**src/rtl/rv32_exec_sequencer.sv**
```systemverilog
// Multi-cycle RV32I sequencer: fetch, decode into ALU operands, memory access, write-back, PC update.
// Optional ILLEGAL_TRAP_EN macro: unsupported opcodes halt the sequencer and raise 'illegal'.
module rv32_exec_sequencer #(
  parameter logic [31:0] RESET_PC = 32'h0000_0000
) (
  input  logic        clk,
  input  logic        rst,
  input  logic        instr_valid,
  input  logic [31:0] instr,
  output logic        instr_ready,
  output logic [31:0] imem_addr,
  output logic [4:0]  rs1_addr,
  output logic [4:0]  rs2_addr,
  input  logic [31:0] rs1_data,
  input  logic [31:0] rs2_data,
  output logic [31:0] num1,
  output logic [31:0] num2,
  output logic [31:0] pc,
  output logic [10:0] ALU_op,
  input  logic [31:0] alu_out,
  input  logic        branch,
  output logic        mem_req,
  output logic        mem_we,
  output logic [2:0]  mem_size,
  output logic [31:0] mem_addr,
  output logic [31:0] mem_wdata,
  input  logic [31:0] mem_rdata,
  input  logic        mem_ack,
  output logic        rd_we,
  output logic [4:0]  rd_addr,
  output logic [31:0] rd_wdata
`ifdef ILLEGAL_TRAP_EN
  ,
  output logic        illegal
`endif
);

  localparam logic [6:0] OPC_OP     = 7'b0110011;
  localparam logic [6:0] OPC_OPIMM  = 7'b0010011;
  localparam logic [6:0] OPC_LOAD   = 7'b0000011;
  localparam logic [6:0] OPC_STORE  = 7'b0100011;
  localparam logic [6:0] OPC_BRANCH = 7'b1100011;
  localparam logic [6:0] OPC_LUI    = 7'b0110111;
  localparam logic [6:0] OPC_AUIPC  = 7'b0010111;
  localparam logic [6:0] OPC_JAL    = 7'b1101111;
  localparam logic [6:0] OPC_JALR   = 7'b1100111;

`ifdef ILLEGAL_TRAP_EN
  typedef enum logic [2:0] {FETCH, DECODE, EXEC, MEM, WB, HALT} state_t;
`else
  typedef enum logic [2:0] {FETCH, DECODE, EXEC, MEM, WB} state_t;
`endif

  state_t      state_reg, state_next;
  logic [31:0] pc_reg, instr_reg, num1_reg, num2_reg, rs2_reg;
  logic [31:0] alu_out_reg, rdata_reg, num2_next, pc_next;
  logic [10:0] alu_op_reg;
  logic        branch_reg;

  logic [6:0]  opcode;
  logic [4:0]  rd;
  logic [2:0]  funct3;
  logic [31:0] imm_i, imm_s, imm_b, imm_u, imm_j;
  logic        is_load, is_store, is_jal, is_jalr, is_branch, writes_rd;

  assign opcode = instr_reg[6:0];
  assign rd     = instr_reg[11:7];
  assign funct3 = instr_reg[14:12];
  assign imm_i  = {{20{instr_reg[31]}}, instr_reg[31:20]};
  assign imm_s  = {{20{instr_reg[31]}}, instr_reg[31:25], instr_reg[11:7]};
  assign imm_b  = {{19{instr_reg[31]}}, instr_reg[31], instr_reg[7], instr_reg[30:25], instr_reg[11:8], 1'b0};
  assign imm_u  = {instr_reg[31:12], 12'b0};
  assign imm_j  = {{11{instr_reg[31]}}, instr_reg[31], instr_reg[19:12], instr_reg[20], instr_reg[30:21], 1'b0};

  assign is_load   = (opcode == OPC_LOAD);
  assign is_store  = (opcode == OPC_STORE);
  assign is_jal    = (opcode == OPC_JAL);
  assign is_jalr   = (opcode == OPC_JALR);
  assign is_branch = (opcode == OPC_BRANCH);
  assign writes_rd = (opcode == OPC_OP) || (opcode == OPC_OPIMM) || (opcode == OPC_LUI) ||
                     (opcode == OPC_AUIPC) || is_jal || is_jalr || is_load;

  // Register file addresses come straight from the latched word; data is valid during DECODE.
  assign rs1_addr = instr_reg[19:15];
  assign rs2_addr = instr_reg[24:20];

  assign imem_addr = pc_reg;
  assign pc        = pc_reg;
  assign num1      = num1_reg;
  assign num2      = num2_reg;
  assign ALU_op    = alu_op_reg;

  assign mem_req   = (state_reg == MEM);
  assign mem_we    = mem_req && is_store;
  assign mem_size  = mem_req ? funct3 : 3'b000;
  assign mem_addr  = mem_req ? alu_out_reg : 32'h0;
  assign mem_wdata = mem_req ? rs2_reg : 32'h0;

  assign rd_we    = (state_reg == WB) && writes_rd && (rd != 5'd0);
  assign rd_addr  = (state_reg == WB) ? rd : 5'd0;
  assign rd_wdata = (state_reg == WB) ? (is_load ? rdata_reg : alu_out_reg) : 32'h0;

`ifdef ILLEGAL_TRAP_EN
  logic supported;
  assign supported = writes_rd || is_store || is_branch;
  assign illegal   = (state_reg == HALT);
`endif

  always_comb begin
    num2_next = 32'h0;
    case (opcode)
      OPC_OP, OPC_BRANCH:             num2_next = rs2_data;
      OPC_OPIMM, OPC_LOAD, OPC_JALR:  num2_next = imm_i;
      OPC_STORE:                      num2_next = imm_s;
      OPC_LUI:                        num2_next = imm_u;
      OPC_AUIPC:                      num2_next = pc_reg + imm_u;
      default:                        num2_next = 32'h0;
    endcase
  end

  // JALR target uses the rs1 value captured as num1 during DECODE.
  always_comb begin
    pc_next = pc_reg + 32'd4;
    if (is_jal)
      pc_next = pc_reg + imm_j;
    else if (is_jalr)
      pc_next = (num1_reg + imm_i) & ~32'd1;
    else if (is_branch && branch_reg)
      pc_next = pc_reg + imm_b;
  end

  always_comb begin
    state_next  = state_reg;
    instr_ready = 1'b0;
    case (state_reg)
      FETCH: begin
        instr_ready = 1'b1;
        if (instr_valid)
          state_next = DECODE;
      end
`ifdef ILLEGAL_TRAP_EN
      DECODE:  state_next = supported ? EXEC : HALT;
      HALT:    state_next = HALT;
`else
      DECODE:  state_next = EXEC;
`endif
      EXEC:    state_next = (is_load || is_store) ? MEM : WB;
      MEM:     state_next = mem_ack ? WB : MEM;
      WB:      state_next = FETCH;
      default: state_next = FETCH;
    endcase
  end

  always_ff @(posedge clk or posedge rst) begin
    if (rst) begin
      state_reg   <= FETCH;
      pc_reg      <= RESET_PC;
      instr_reg   <= 32'h0;
      num1_reg    <= 32'h0;
      num2_reg    <= 32'h0;
      rs2_reg     <= 32'h0;
      alu_op_reg  <= 11'h0;
      alu_out_reg <= 32'h0;
      branch_reg  <= 1'b0;
      rdata_reg   <= 32'h0;
    end else begin
      state_reg <= state_next;
      if (state_reg == FETCH && instr_valid)
        instr_reg <= instr;
      if (state_reg == DECODE) begin
        num1_reg   <= rs1_data;
        num2_reg   <= num2_next;
        rs2_reg    <= rs2_data;
        alu_op_reg <= {instr_reg[30], instr_reg[14:12], instr_reg[6:0]};
      end
      if (state_reg == EXEC) begin
        alu_out_reg <= alu_out;
        branch_reg  <= branch;
      end
      if (state_reg == MEM && mem_ack && is_load)
        rdata_reg <= mem_rdata;
      if (state_reg == WB)
        pc_reg <= pc_next;
    end
  end

endmodule

```
**config.mk**
```make
export PLATFORM = sky130hd
export DESIGN_NAME = rv32_exec_sequencer
export DESIGN_NICKNAME = d
export VERILOG_FILES = /design/src/rtl/rv32_exec_sequencer.sv
export SDC_FILE = /design/constraint.sdc
export NUM_CORES = 1
export LEC_CHECK = 0
export BUFFER_PORTS_ARGS = -buffer_cell sky130_fd_sc_hd__buf_2
export CAP_MARGIN = 20
export CORE_AREA = 10 10 150 256
export DETAILED_ROUTE_END_ITERATION = 8
export DIE_AREA = 0 0 160 266
export PLACE_DENSITY_LB_ADDON = 0.1
export SETUP_SLACK_MARGIN = 0.5
export SYNTH_ARGS = -nofsm -noshare
export SYNTH_HDL_FRONTEND = slang
export SYNTH_SLANG_ARGS = --single-unit
```
**constraint.sdc**
```tcl
create_clock -name clk -period 6.76 [get_ports clk]
set_clock_uncertainty 0.1 [all_clocks]
set_input_delay 0.676 -clock clk [delete_from_list [all_inputs] [get_ports clk]]
set_output_delay 0.676 -clock clk [all_outputs]
set_load 0.1 [all_outputs]
```
==> flow_metrics.py, run 1 <==
metrics = {
    "clock_network": {
        "clk_path_buf_depth": 3,
        "clk_pin_slew_worst_paths_ns": 0.07,
        "cts_tree": "done",
        "clock_sinks": 238,
        "cts_resized": 0,
        "postCtsHoldBufs": 0,
        "cts-root-buf": "clkbuf_16",
        "cts_buffers": 25,
        "clk_latency_ns": 0.57,
        "h-tree-depth": 1,
        "cts_setup_buffers": 0,
    },
    "critical_path": {
        "cp.required_ns": 5.98,
        "cp_max_fo": 38,
        "r2r_start": "imem_addr[2]",
        "reg2reg_slack_ns": 3.13,
        "cp-end-kind": "primary output",
        "path_class": "flip-flop to primary output",
        "critPathLaunchType": "flip-flop",
        "arrival_ns": 3.35,
        "rr_endpoint": "imem_addr[31]",
        "r2r_cells": 12,
    },
    "route": {
        "vias": 16300,
        "drtIter0Drc": 1040,
        "wl_per_cell_um": 24.1,
        "drc": 0,
        "ant_nets": 0,
        "wl_mm": 67.1,
        "first_pass_iters": 6,
        "viasPerCell": 5.86,
    },
    "placed_design": {
        "place_congestion": 0.997,
        "place_hpwl_mm": 52.1,
        "dpl_cell_area_um2": 19000,
        "io_buffers": 419,
    },
    "grt": {
        "antenna_found_initial": 4,
        "grt_pass1_wl_mm": 102,
        "grt_usage_pct": 30.5,
        "grt_overflow_total": 0,
        "grt_max_degree": 138,
        "grt_pass1_vias": 16900,
    },
    "timing": {
        "hold_viol": 0,
        "setup_tns_ns": 0,
        "slew_violations": 0,
        "fmax_mhz": 243,
        "fin_crit_ns": 4.12,
        "period_share_pct": 61.0,
        "relSlewSlack_pct": 19.8,
        "rsz0062_at_grt": "false",
        "worstMarginPinSlew_ns": 1.19,
        "setup_viol": 0,
    },
    "synth": {
        "synth_edf_count": 0,
        "ys_top_cells_by_count": "nand2_1, dfrtp_1, a21oi_1",
        "seq_area_frac_synth_pct": 35.5,
        "synth_top_area_share_pct": 35.5,
        "synthCells": 1983,
        "synth_area_um2": 16800,
        "synth_seq_cells": 238,
        "syn_area_per_cell_um2": 8.46,
        "synth.area.top_cells": "dfrtp_1, nand2_1, ha_1, a21oi_1, mux2_2",
        "yosysWarnings": 0,
        "async_reset_ff_share_pct": 100,
        "ys_types": 80,
        "synthFlopType": "dfrtp_1",
        "synthMostInstantiatedCell": "nand2_1",
        "yosysTopAreaCell": "dfrtp_1",
    },
    "floorplanning": {
        "row_count": 90,
        "core_area_um2": 34200,
        "die_h_um": 266,
        "start_util_pct": 49.0,
        "die-width_um": 160,
        "dieArea_um2": 42600,
        "io_pins": 422,
    },
    "layout": {
        "postLayoutCellArea_um2": 19800,
        "fin_nets": 2555,
        "fill_cells": 3237,
        "syn2layout_area_growth_pct": 18.1,
        "drive_above_1_share_pct": 25.0,
    },
    "status": {
        "status": "finished clean",
    },
    "worst_hold_path": {
        "hold_class": "primary input to async pin",
    },
    "run": {
        "drv_cap": 0,
    },
}
[critical path: stages (launching register included)]
cell and delay [ns]:
dfrtp_1 0.48, nor2_1 0.43, nand2_2 0.55, buf_4 0.49, a211oi_1 0.31, buf_2 0.49
[final cells by class]
cell class / instances / area [µm²] / share of cell area (%)
flip-flops and latches: 238 / 5960 / 30.1
multi-input cells: 1557 / 9960 / 50.3
diodes: 4 / 10.0 / 0.0505
clock buffers: 30 / 674 / 3.41
repair buffers: 446 / 2340 / 11.8
well taps: 460 / 576 / 2.91
inverters: 33 / 128 / 0.644
clock inverters: 12 / 159 / 0.802
[cells by family after synthesis]
kind of cell	count (synthesis)	synth area share, %
multiplexers	99	6.61
flip-flops	238	35.5
other	1	0.0224
adder cells (fa/ha/maj)	89	6.82
AO/OA/AOI/OAI	503	19.4
buffers and inverters	189	5.33
AND/OR/NAND/NOR	743	20.0
XOR/XNOR	121	6.32
[per-layer routing]
layer  vias up  wire length, µm  GRT usage, %
met4         0             3880          16.4
met2       641            35300          56.6
met3       153             4220          5.54
met5         -                0             0
li1       7577                -             -
met1      7912            23600          31.6
[metrics by stage]
step                utilization (%)  hold slack (ns)  std cells  setup WS [ns]
floorplan                         -            0.337       1984           1.90
global placement               55.3            0.350       2732           3.04
detailed placement             55.4            0.354       2734           3.12
CTS                            57.8            0.146       2776           2.64
global route                   57.9            0.184       2780           2.53
finish                         57.9            0.130       2780           2.64
[how the worst max path moves through the flow]
stage | start | end | slack (ns) | cells past startpoint
finish | state_reg[1] | rd_we | 2.64 | 5
global route | state_reg[1] | rd_we | 2.53 | 5
CTS | state_reg[1] | rd_we | 2.64 | 5
detailed placement | imem_addr[2] | imem_addr[31] | 3.12 | 12
global placement | imem_addr[2] | imem_addr[31] | 3.04 | 12
floorplan | instr_reg[6] | rd_we | 1.90 | 8
[placed cells by master (no fill, tap or decap), types with 6 or more instances in the layout]
master / instances
o21ai_0: 75
dfrtp_1: 238
o22ai_1: 7
clkbuf_16: 25
mux2_1: 28
o211ai_1: 24
xor2_1: 58
nand2_1: 413
nor2_1: 100
nor4_1: 8
or3_1: 9
and4_1: 6
and3_1: 18
o221ai_1: 6
a21oi_1: 150
ha_1: 85
and2_1: 77
mux2_2: 66
nand3_1: 31
nand2b_1: 9
inv_1: 31
a211oi_1: 19
buf_2: 419
nand4_1: 16
buf_4: 24
a22oi_1: 6
o21a_1: 8
a222oi_1: 15
nor2b_1: 11
xnor2_1: 63
a31oi_1: 10
a221oi_1: 20
o21bai_1: 15
a21o_1: 41
nor3_1: 21
a22o_1: 9
o21ai_1: 45
Power of run 1 is left out: the tool's default activity adds up to more than one toggle a clock period on the data nets, which glitch-free logic cannot reach.
==> inputs of run 2 (changes only) <==
CORE_AREA = 10 10 144 245   (was 10 10 150 256)
DIE_AREA = 0 0 154 255   (was 0 0 160 266)
clock period = 4 ns   (was 6.76 ns; I/O delays follow)
==> run 2 against run 1 <==
  * Utilization is 12 points higher
  * Register-to-register slack got worse by 2.6 ns
  * Hold slack worse by 0.11 ns
  * Global-route usage grew 3.6 points
  * Sequential share of layout area is 2.9 points lower
  * Count of clock-buffer cells in the layout grew 1
  * Die area decreased by 7.7%
  * Non-clock buffer count rose by 202
  * Highest routed layer unchanged
==> flow_metrics.py, run 2 (synthesis gave the netlist of run 1 again) <==
metrics = {
    "status": {
        "status": "finished clean",
    },
    "route": {
        "wl_per_cell_um": 24.2,
        "wl_mm": 70.5,
        "ant_nets": 0,
        "viasPerCell": 6.07,
        "drtIter0Drc": 1216,
        "vias": 17700,
        "first_pass_iters": 7,
        "drc": 0,
    },
    "floorplanning": {
        "io_pins": 422,
        "core_area_um2": 31300,
        "dieArea_um2": 39300,
        "die-width_um": 154,
        "start_util_pct": 53.6,
        "row_count": 86,
        "die_h_um": 255,
    },
    "clock_network": {
        "cts-root-buf": "clkbuf_16",
        "cts_buffers": 24,
        "clk_latency_ns": 0.59,
        "cts_tree": "done",
        "h-tree-depth": 1,
        "clk_pin_slew_worst_paths_ns": 0.07,
        "clk_path_buf_depth": 3,
        "clock_sinks": 238,
    },
    "critical_path": {
        "cp_max_fo": 42,
        "reg2reg_slack_ns": 0.55,
        "cp-end-kind": "flip-flop",
        "critPathLaunchType": "flip-flop",
        "cp.required_ns": 4.38,
        "rr_endpoint": "imem_addr[30]",
        "r2r_start": "instr_reg[31]",
        "arrival_ns": 3.84,
        "r2r_cells": 12,
        "path_class": "flip-flop to flip-flop",
        "cp_slowest_cell": "or4_4",
        "crit_chain": "buf_12 -> ha_1 -> and3_1 -> nand2_1 -> or4_4 -> a211oi_4 -> nor3_1 -> nor3_2 -> a31o_1 -> xor2_1 -> a22oi_1 -> a21oi_1",
        "cp_slowest_stage_delay_ns": 0.55,
    },
    "timing": {
        "relSlewSlack_pct": 32.4,
        "worst_hold_slack_ns": 0.0201,
        "hold_viol": 0,
        "setup_ws_ns": 0.547,
        "setup_viol": 0,
        "slew_violations": 0,
        "fin_crit_ns": 3.45,
        "worstMarginPinSlew_ns": 1.01,
        "setup_tns_ns": 0,
        "rsz0062_at_grt": "true",
        "period_share_pct": 86.3,
        "fmax_mhz": 290,
    },
    "pwr": {
        "ir_drop_mv": 0.880,
        "power_density_nw_per_um2": 1020,
        "leakage_nw": 10.9,
    },
    "worst_hold_path": {
        "holdPathStages": 2,
        "hold_class": "primary input to flip-flop",
        "hold_path_end": "instr_reg[12]",
        "min_from": "instr[12]",
    },
    "grt": {
        "antenna_found_initial": 2,
        "grtUsageMet1_pct": 35.4,
        "grt_pass1_wl_mm": 106,
        "use_met3_pct": 8.14,
        "grt_pass1_vias": 18300,
        "grt_max_degree": 70,
        "grt_overflow_total": 0,
        "grt.busiest_layer": "met2",
        "use_met2_pct": 59.8,
        "grt_usage_pct": 34.1,
    },
    "layout": {
        "final_common_cell": "nand2_1",
        "syn2layout_area_growth_pct": 30.6,
        "fin_nets": 2756,
        "drive_above_1_share_pct": 26.5,
        "final_cell_mix": "nand2_1, buf_2, dfrtp_1",
        "instances_no_fill": 2917,
        "fin_util_pct": 69.9,
        "fill_cells": 2402,
    },
    "placed_design": {
        "io_buffers": 419,
        "place_hpwl_mm": 51.5,
        "dp.cells": 2712,
        "pre_cts_ws_ns": 0.375,
        "place_congestion": 0.978,
    },
    "run": {
        "drv_cap": 0,
    },
}
[run 2: critical path: cells and delay by family (launching register included)]
kind                       cells  cell delay [ns]
buffers and inverters          1             0.18
xor gates and xnor gates       1             0.20
DFF                            1             0.40
adders and majority gates      1             0.46
and+or+nand+nor                5             1.17
AOI/OAI and AO/OA              4             0.78
[run 2: layout make-up]
| type | instances | area [µm²] | share of cell area, % |
|---|---|---|---|
| diodes | 2 | 5.00 | 0.0229 |
| inverters | 33 | 128 | 0.583 |
| multi-input cells | 1557 | 10200 | 46.5 |
| clock inverters | 12 | 173 | 0.788 |
| well taps | 396 | 495 | 2.26 |
| flip-flops and latches | 238 | 5960 | 27.2 |
| clock buffers | 31 | 647 | 2.95 |
| repair buffers | 648 | 4300 | 19.6 |
[run 2: what timing repair did]
action / 4_1_cts / 5_1_grt
hold endpoints to repair: 186 / 0
pin swaps: 1 / 3
hold buffers: 158 / 0
gates resized for setup: 3 / 24
buffers inserted: 1 / 0
setup endpoints to repair: 2 / 44
[run 2: how the worst max path moves through the flow]
stage               depth (start not counted)           from            end
floorplan                                  12   imem_addr[2]  imem_addr[31]
detailed placement                         13  instr_reg[31]  imem_addr[30]
global placement                           13  instr_reg[31]  imem_addr[30]
global route                               11  instr_reg[25]  imem_addr[31]
finish                                     12  instr_reg[31]  imem_addr[30]
CTS                                        13  instr_reg[31]  imem_addr[30]
[run 2: where the power goes]
part	switching, W	internal (W)
sequential	0.00100	0.00326
combinational	0.0112	0.00452
clock	0.00110	0.00135
total	0.0133	0.00913
[run 2: per-layer routing]
layer  up-vias  wire length [µm]
met5         -                 0
met4         0              5210
met3       250              6100
met2       977             35400
met1      8507             23800
li1       7979                 -
[run 2: per-stage QoR]
| step | total power, W | instance area, µm² |
|---|---|---|
| after floorplan | 0.0158 | 16900 |
| after global placement | 0.0193 | 19400 |
| after detailed placement | 0.0194 | 19400 |
| after CTS | 0.0220 | 21800 |
| after global routing | 0.0236 | 21900 |
| final | 0.0224 | 21900 |
No activity file was read; power rests on OpenSTA's default activity.
==> inputs of run 3 (changes only) <==
--- a/constraint.sdc
+++ b/constraint.sdc
@@ -4,2 +4,2 @@
 set_output_delay 0.4 -clock clk [all_outputs]
-set_load 0.1 [all_outputs]
+set_load 0.005 [all_outputs]
==> run 3 against run 2 <==
  * Cell count decreased by 0.45%
  * Critical endpoint is now imem_addr[31]
  * Hold slack got worse by 0.0016 ns
  * Maximum frequency decreased by 1.0%
  * Critical path depth decreased by 1
  * Register-to-register slack got worse by 0.04 ns
  * Die area unchanged
  * Power decreased by 21%
  * Routed wire length decreased by 2.0%
  * Clock power increased by 3%
  * Sequential share of layout area increased by 0.35 points
==> flow_metrics.py, run 3 (synthesis gave the netlist of run 1 again) <==
metrics = {
    "placed_design": {
        "place_hpwl_mm": 51.6,
        "io_buffers": 419,
        "place_congestion": 1.01,
    },
    "clock_network": {
        "clk_latency_ns": 0.58,
        "clock_sinks": 238,
        "h-tree-depth": 1,
        "cts_setup_buffers": 0,
        "cts-root-buf": "clkbuf_16",
        "clk_pin_slew_worst_paths_ns": 0.08,
        "cts_buffers": 24,
        "clk_path_buf_depth": 3,
        "cts_tree": "done",
    },
    "pwr": {
        "p_sw_share_pct": 48.5,
        "p_int_w": 0.00906,
        "leakage_nw": 10.8,
        "p_switching_w": 0.00854,
        "pwr-share-seq_pct": 24.7,
        "ir_drop_mv": 0.479,
        "power_frac_comb_pct": 61.0,
        "power_density_nw_per_um2": 814,
        "clkPwrFrac_pct": 14.3,
    },
    "grt": {
        "grt_pass1_vias": 18100,
        "grt_pass1_wl_mm": 106,
        "grt_overflow_total": 0,
        "antenna_found_initial": 0,
        "grt_usage_pct": 33.9,
        "grt_max_degree": 85,
    },
    "floorplanning": {
        "dieArea_um2": 39300,
        "row_count": 86,
        "core_area_um2": 31300,
        "start_util_pct": 53.6,
        "die-width_um": 154,
        "die_h_um": 255,
        "io_pins": 422,
    },
    "route": {
        "drtIter0Drc": 1146,
        "drc": 0,
        "first_pass_iters": 8,
        "vias": 17400,
        "wl_per_cell_um": 23.8,
        "wl_mm": 69.1,
        "viasPerCell": 6.00,
        "ant_nets": 0,
    },
    "critical_path": {
        "crit_family": "compound AO/OA/AOI/OAI gates",
        "cp-end-kind": "flip-flop",
        "path_class": "flip-flop to flip-flop",
        "cp_slowest_cell": "dfrtp_1",
        "critPathLaunchType": "flip-flop",
        "cp_max_fo": 5,
        "arrival_ns": 3.85,
        "cp.required_ns": 4.36,
        "cp_num_buf_inv": 0,
        "crit_chain": "ha_1 -> a21oi_1 -> nand2_1 -> o21ai_1 -> o31ai_2 -> a21oi_1 -> o21ai_1 -> o22ai_1 -> xnor2_1 -> a22oi_1 -> a221o_1",
        "cp_slowest_stage_delay_ns": 0.46,
    },
    "layout": {
        "syn2layout_area_growth_pct": 28.9,
        "final_cell_mix": "buf_2, nand2_1, dfrtp_1",
        "final_common_cell": "buf_2",
        "fin_util_pct": 69.1,
        "fill_cells": 2508,
        "multi_input_area_um2": 10000,
        "diodes": 0,
        "seq_area_um2": 5960,
        "drive_above_1_share_pct": 24.9,
        "fin_nets": 2744,
    },
    "timing": {
        "rsz0062_at_grt": "true",
        "setup_viol": 0,
        "slew_violations": 0,
        "setup_tns_ns": 0,
        "period_share_pct": 87.2,
        "hold_viol": 0,
        "worstMarginPinSlew_ns": 0.942,
        "relSlewSlack_pct": 37.1,
        "fmax_mhz": 287,
        "fin_crit_ns": 3.49,
    },
    "run": {
        "drv_cap": 0,
    },
    "status": {
        "status": "finished clean",
    },
    "worst_hold_path": {
        "hold_class": "primary input to flip-flop",
    },
}
run 3: cell types whose count changed in the layout (fill, tap and decap cells not counted), moves of 2 or more:
cell,change
a211oi_4,-2
buf_6,-2
diode_2,-2
a21oi_1,+29
clkinv_4,+3
ha_2,+2
a21oi_2,-29
buf_4,-9
a211oi_1,+3
clkbuf_4,-8
clkbuf_1,-3
buf_2,+8
run 3: power groups by stage:
stage          Clock (W)  Combinational, W  Sequential (W)
6_report         0.00252            0.0107         0.00435
5_1_grt          0.00262            0.0117         0.00445
4_1_cts          0.00254            0.0105         0.00430
3_5_place_dp           0            0.0103         0.00434
3_3_place_gp           0            0.0102         0.00429
2_1_floorplan          0           0.00727         0.00401
run 3: final timing paths:
kind,from,to,slack (ns),depth (start not counted)
max,instr_reg[26],imem_addr[31],0.51,11
min,instr[24],instr_reg[24],0.02,2
max reg2reg,instr_reg[26],imem_addr[31],0.51,11
min reg2reg,rs2_reg[29],rs2_reg[29],0.36,2
max in group asynchronous,rst,num1[29],2.37,4
min in group asynchronous,rst,rs2_reg[2],0.47,3
run 3: through the flow:
stage	hold slack (ns)	power (W)	instances	instance area, µm²	setup slack (ns)
global route	0.00889	0.0188	2904	21600	0.426
detailed placement	0.354	0.0147	2702	19100	0.438
CTS	0.00633	0.0174	2904	21600	0.517
finish	0.0185	0.0176	2904	21600	0.511
global placement	0.349	0.0145	2702	19100	0.477
floorplan	0.337	0.0113	1984	16800	0.380
run 3: worst register-to-register path, stage by stage (launching register included):
cell and delay (ns):
dfrtp_1 0.46, ha_1 0.37, a21oi_1 0.26, nand2_1 0.11, o21ai_1 0.37, o31ai_2 0.17, a21oi_1 0.41, o21ai_1 0.15
o22ai_1 0.38, xnor2_1 0.20, a22oi_1 0.12, a221o_1 0.26
run 3: timing repair:
item                                    in CTS  in global routing
hold buffers                               158                  0
endpoints found under the hold margin      193                  0
gates resized for setup                      1                 12
endpoints found under the setup margin       2                 33
run 3: routing by layer:
layer	share of wire [%]	up-vias	global-route usage, %
li1	-	7952	-
met1	34	8318	35.5
met2	50	895	59.7
met3	7.7	263	6.63
met4	8.0	0	23.7
met5	0	-	0
run 3: area by class of cell:
class | count | area share (%)
Tap cell | 396 | 2.29
Inverter | 33 | 0.590
Multi-Input combinational cell | 1557 | 46.3
Clock inverter | 16 | 1.06
Clock buffer | 28 | 2.94
Timing Repair Buffer | 636 | 19.3
Sequential cell | 238 | 27.6
